### config.mk
export PLATFORM = sky130hd
export DESIGN_NAME = sipo_deserializer
export DESIGN_NICKNAME = d
export VERILOG_FILES = /design/src/rtl/sipo_deserializer.sv
export SDC_FILE = /design/constraint.sdc
export NUM_CORES = 1
export LEC_CHECK = 0
export BUFFER_PORTS_ARGS = -buffer_cell sky130_fd_sc_hd__buf_4
export CAP_MARGIN = 20
export CORE_MARGIN = 1.5
export CORE_UTILIZATION = 50
export CTS_CLUSTER_SIZE = 40
export DETAILED_ROUTE_END_ITERATION = 8
export PLACE_DENSITY = 0.73
export SLEW_MARGIN = 20
export SYNTH_ARGS = -nofsm -noshare
export SYNTH_HDL_FRONTEND = slang
export SYNTH_SLANG_ARGS = --single-unit
export TNS_END_PERCENT = 20
### constraint.sdc
create_clock -name clk -period 5.5 [get_ports clk]
set_input_delay 0.275 -clock clk [delete_from_list [all_inputs] [get_ports clk]]
set_output_delay 0.275 -clock clk [all_outputs]
set_load 0.02 [all_outputs]
### src/rtl/sipo_deserializer.sv
// Multi-lane serial-to-parallel deserializer with sof alignment and a one-entry valid/ready holding register.
// Define SIPO_PARITY_EN to append an even-parity beat to every word and report mismatches on perr.
module sipo_deserializer #(
  parameter int WIDTH     = 8,
  parameter int LANES     = 1,
  parameter int MSB_FIRST = 1
) (
  input  logic             clk,
  input  logic             rst,
  input  logic             en,
  input  logic             sof,
  input  logic [LANES-1:0] si,
  input  logic             pready,
  output logic [WIDTH-1:0] pdata,
  output logic             pvalid,
  output logic             aligned,
  output logic             overrun,
  output logic             perr
);

  localparam int BEATS = WIDTH / LANES;
  localparam int CW    = $clog2(BEATS + 1);
  localparam logic [CW-1:0] LAST_BEAT = CW'(BEATS - 1);
  localparam logic [CW-1:0] ONE       = CW'(1);

  localparam logic [1:0] HUNT   = 2'd0;
  localparam logic [1:0] SHIFT  = 2'd1;
`ifdef SIPO_PARITY_EN
  localparam logic [1:0] PARITY = 2'd2;
`endif

  logic [1:0]       state_reg, state_next;
  logic [CW-1:0]    cnt_reg, cnt_next, beat_idx;
  logic [WIDTH-1:0] shreg_reg, shreg_next, shifted, load_word;
  logic             take_beat, load;
`ifdef SIPO_PARITY_EN
  logic             load_perr;
  logic             perr_reg;
`endif

  generate
    if (BEATS == 1) begin : g_single
      assign shifted = si;
    end else if (MSB_FIRST != 0) begin : g_msb
      assign shifted = {shreg_reg[WIDTH-LANES-1:0], si};
    end else begin : g_lsb
      assign shifted = {si, shreg_reg[WIDTH-1:LANES]};
    end
  endgenerate

  // An sof beat always restarts the word, so it is indexed as beat 0 regardless of cnt.
  always_comb begin
    beat_idx   = sof ? '0 : cnt_reg;
    take_beat  = en && (sof || state_reg == SHIFT);
    state_next = state_reg;
    cnt_next   = cnt_reg;
    shreg_next = shreg_reg;
    load       = 1'b0;
    load_word  = shifted;
`ifdef SIPO_PARITY_EN
    load_perr  = 1'b0;
`endif
    if (take_beat) begin
      shreg_next = shifted;
      if (beat_idx == LAST_BEAT) begin
        cnt_next = '0;
`ifdef SIPO_PARITY_EN
        state_next = PARITY;
`else
        state_next = SHIFT;
        load       = 1'b1;
`endif
      end else begin
        cnt_next   = beat_idx + ONE;
        state_next = SHIFT;
      end
    end
`ifdef SIPO_PARITY_EN
    else if (en && state_reg == PARITY) begin
      load       = 1'b1;
      load_word  = shreg_reg;
      load_perr  = (^shreg_reg) ^ si[0];
      state_next = SHIFT;
    end
`endif
  end

  always_ff @(posedge clk or posedge rst) begin
    if (rst) begin
      state_reg <= HUNT;
      cnt_reg   <= '0;
      shreg_reg <= '0;
    end else begin
      state_reg <= state_next;
      cnt_reg   <= cnt_next;
      shreg_reg <= shreg_next;
    end
  end

  // A completed word is dropped, not queued, when the holding register is still owned by the consumer.
  always_ff @(posedge clk or posedge rst) begin
    if (rst) begin
      pdata   <= '0;
      pvalid  <= 1'b0;
      overrun <= 1'b0;
    end else begin
      overrun <= 1'b0;
      if (load) begin
        if (!pvalid || pready) begin
          pdata  <= load_word;
          pvalid <= 1'b1;
        end else begin
          overrun <= 1'b1;
        end
      end else if (pvalid && pready) begin
        pvalid <= 1'b0;
      end
    end
  end

`ifdef SIPO_PARITY_EN
  always_ff @(posedge clk or posedge rst) begin
    if (rst) begin
      perr_reg <= 1'b0;
    end else if (load && (!pvalid || pready)) begin
      perr_reg <= load_perr;
    end
  end
  assign perr = perr_reg;
`else
  assign perr = 1'b0;
`endif

  assign aligned = (state_reg != HUNT);

endmodule

==> flow_summary.ini <==
[floorplanning]
design.die.area_sq_um = 2100
starting_density_of_the_core_pct = 53.0
core_region_area_sq_um = 1730
design.portCount = 18
number_of_cell_rows = 15
dieWidth_microns = 45.8
chipHeight_microns = 45.8

[timing]
fin_ws_ns = 3.44
setup_viol = 0
max_slew.worst_pin.slew_ns = 0.772
fin_worst_hold_slack_ns = 0.109
timing_max_transition_violations_final = 0
maxSlewHeadroom_pct = 48.5
timing.final.crit_share_pct = 37.4
clock-skew-final_ns = 0.00712
fin_tns_setup_ns = 0
fin_crit_ns = 2.06
rsz0062_at_grt = false
max_freq_mhz = 486
hold_violations = 0

[cts]
cts-root-to-sink-buffers = 2
clock-root-buffer = sky130_fd_sc_hd__clkbuf_4
cts_hold_repair.buffers = 0
cts.sinks = 22
cts-htree-levels = 1
cts.repair.resized = 0
cts_setup_buffers = 0
clk_pin_slew_worst_paths_ns = 0.12
clkLatencyLatePin_ns = 0.29
cts-buffers-inserted = 3
cts_tree = yes

[power_and_ir_drop]
cellPowerDensity_nw_per_um2 = 328
sw_frac_of_total_pct = 26.1
power.leakage_nw = 0.540
irDropWorstVdd_mv = 0.246
share_clk_of_total_power_pct = 23.9
internal_power_mw = 0.265
switch_pwr_mw = 0.0935
seq_power_share_pct = 57.8
combinationalPowerShare_pct = 18.3

[routing]
final_antenna_net_count = 0
detailedRoute.firstPassIterationCount = 3
vias = 563
vias_per_cell = 5.12
wl_per_instance_microns = 12.3
dr_drc_count = 0
initialDrtViolationCount = 2
detail_route.wirelength_mm = 1.36

[logic_synthesis]
synth_sequential_area_ratio_pct = 60.1
syn_area_sq_um = 916
post_synth_num_cell_types = 21
syn_nets = 74
synth-warning-count = 0
synth_cells = 67
synth_top_area_share_pct = 60.1
ys_ff_latch = 22
synthTopCellsByArea = sky130_fd_sc_hd__dfrtp_1, sky130_fd_sc_hd__mux2_2, sky130_fd_sc_hd__nor4b_4
avgSynthCellArea_sq_um = 13.7
synth_top_cell_by_area = sky130_fd_sc_hd__dfrtp_1

[setup_path]
timing.critical_path.from_type = register
end_kind = register
timing.critical_path.arrival_ns = 2.25
cp.required_ns = 5.69
worstPathMaxFanout = 8
critical_path_class = register to register

[cells_and_area]
finalNonFillerCells = 110
final_cell_mix = sky130_fd_sc_hd__dfrtp_1, sky130_fd_sc_hd__buf_4, sky130_fd_sc_hd__mux2_2
finish.net_count = 93
layout.cells.most_common = sky130_fd_sc_hd__dfrtp_1
area_delta_synth_final_pct = 19.4
diodes = 0
post_route_cells_drive_above_1_share_pct = 48.2
largest_register_ffs = 8

[grt]
grt_max_degree = 23
grt_util_met2_pct = 24.8
grt.overflow.total = 0
gr-usage-met1_pct = 22.1
first_pass_grt_wire_length_mm = 2.33
grt_util_all_layers_pct = 15.4
initial_antenna_violation_count = 0
first_global_vias = 537
busiest_layer = met2
use_met3_pct = 2.38

[placement]
gpl.final_weighted_congestion = 0.706
post-place-cells = 106
preCtsSetupSlack_ns = 3.40
port_buffers = 16
post-dp-hpwl_mm = 1.07

[worst_hold_path]
min_path_type = input port to asynchronous set/reset pin

[status]
status = complete, no violations

[flow_run]
timing.max_cap.violations = 0
==> routing by layer <==
layer,vias to the layer above,share of wire [%]
li1,274,-
met1,276,45
met2,11,51
met3,2,3.2
met4,0,0.52
met5,-,0
==> critical path: stages, from the launching register on <==
cell and delay (ns):
sky130_fd_sc_hd__dfrtp_1 0.40, sky130_fd_sc_hd__inv_1 0.06, sky130_fd_sc_hd__nor2_1 0.14, sky130_fd_sc_hd__ha_1 0.24, sky130_fd_sc_hd__nand4_2 0.17, sky130_fd_sc_hd__nor4b_4 0.53, sky130_fd_sc_hd__mux2_2 0.40
==> path summary, 6_finish.rpt <==
path | startpoint | end | slack, ns | cells past startpoint
min reg2reg | shreg_reg[6] | pdata[7] | 0.51 | 1
max | cnt_reg[0] | pdata[1] | 3.44 | 6
max in group asynchronous | rst | pdata[4] | 4.91 | 2
min in group clk | si | shreg_reg[0] | 0.21 | 2
max reg2reg | cnt_reg[0] | pdata[1] | 3.44 | 6
min | rst | shreg_reg[0] | 0.11 | 2
==> layout make-up <==
cell class | instances | area (sq um)
clock buffers | 4 | 36.3
multi-input cells | 40 | 340
fillers | 149 | 633
well taps | 25 | 31.3
repair buffers | 17 | 128
inverters | 2 | 7.51
flip-flops and latches | 22 | 551
==> synth_stat cells <==
master                     number
sky130_fd_sc_hd__mux2_2        16
sky130_fd_sc_hd__nand2_1        2
sky130_fd_sc_hd__buf_4          1
sky130_fd_sc_hd__o21ai_0        3
sky130_fd_sc_hd__nor2_1         3
sky130_fd_sc_hd__or3_2          1
sky130_fd_sc_hd__dfrtp_1       22
sky130_fd_sc_hd__inv_1          2
sky130_fd_sc_hd__or2_2          1
sky130_fd_sc_hd__nand4_2        1
sky130_fd_sc_hd__conb_1         1
sky130_fd_sc_hd__nand4_1        1
sky130_fd_sc_hd__nor3_1         2
sky130_fd_sc_hd__a32oi_1        1
sky130_fd_sc_hd__a21oi_1        2
sky130_fd_sc_hd__nor4b_4        1
sky130_fd_sc_hd__nand2b_1       2
sky130_fd_sc_hd__a31oi_1        1
sky130_fd_sc_hd__buf_2          2
sky130_fd_sc_hd__nor2b_1        1
sky130_fd_sc_hd__ha_1           1
==> stage by stage <==
step / total power [mW] / area [sq um] / utilization, %
3_3_place_gp: 0.275 / 1060 / 61.2
5_1_grt: 0.378 / 1090 / 63.3
3_5_place_dp: 0.278 / 1060 / 61.2
6_report: 0.358 / 1090 / 63.3
4_1_cts: 0.362 / 1090 / 63.3
2_1_floorplan: 0.252 / 916 / -
==> power groups by stage <==
| stage | sequential, mW | combinational [mW] | clock (mW) |
|---|---|---|---|
| 2_1_floorplan | 0.215 | 0.0367 | 0 |
| 3_3_place_gp | 0.210 | 0.0648 | 0 |
| 3_5_place_dp | 0.211 | 0.0667 | 0 |
| 4_1_cts | 0.208 | 0.0668 | 0.0877 |
| 5_1_grt | 0.212 | 0.0726 | 0.0936 |
| 6_report | 0.207 | 0.0657 | 0.0856 |
==> kinds of logic (layout without fill, tap and decap cells) <==
kind of cell	count (synthesis)	after routing	share of synthesized area, %
fa+ha+maj	1	1	1.37
simple gates	15	15	11.3
buf+inv	5	23	2.73
other cells	1	1	0.409
compound gates	7	7	4.37
mux	16	16	19.7
flops	22	22	60.1
Note: power is estimated with default switching activity, not from simulation.
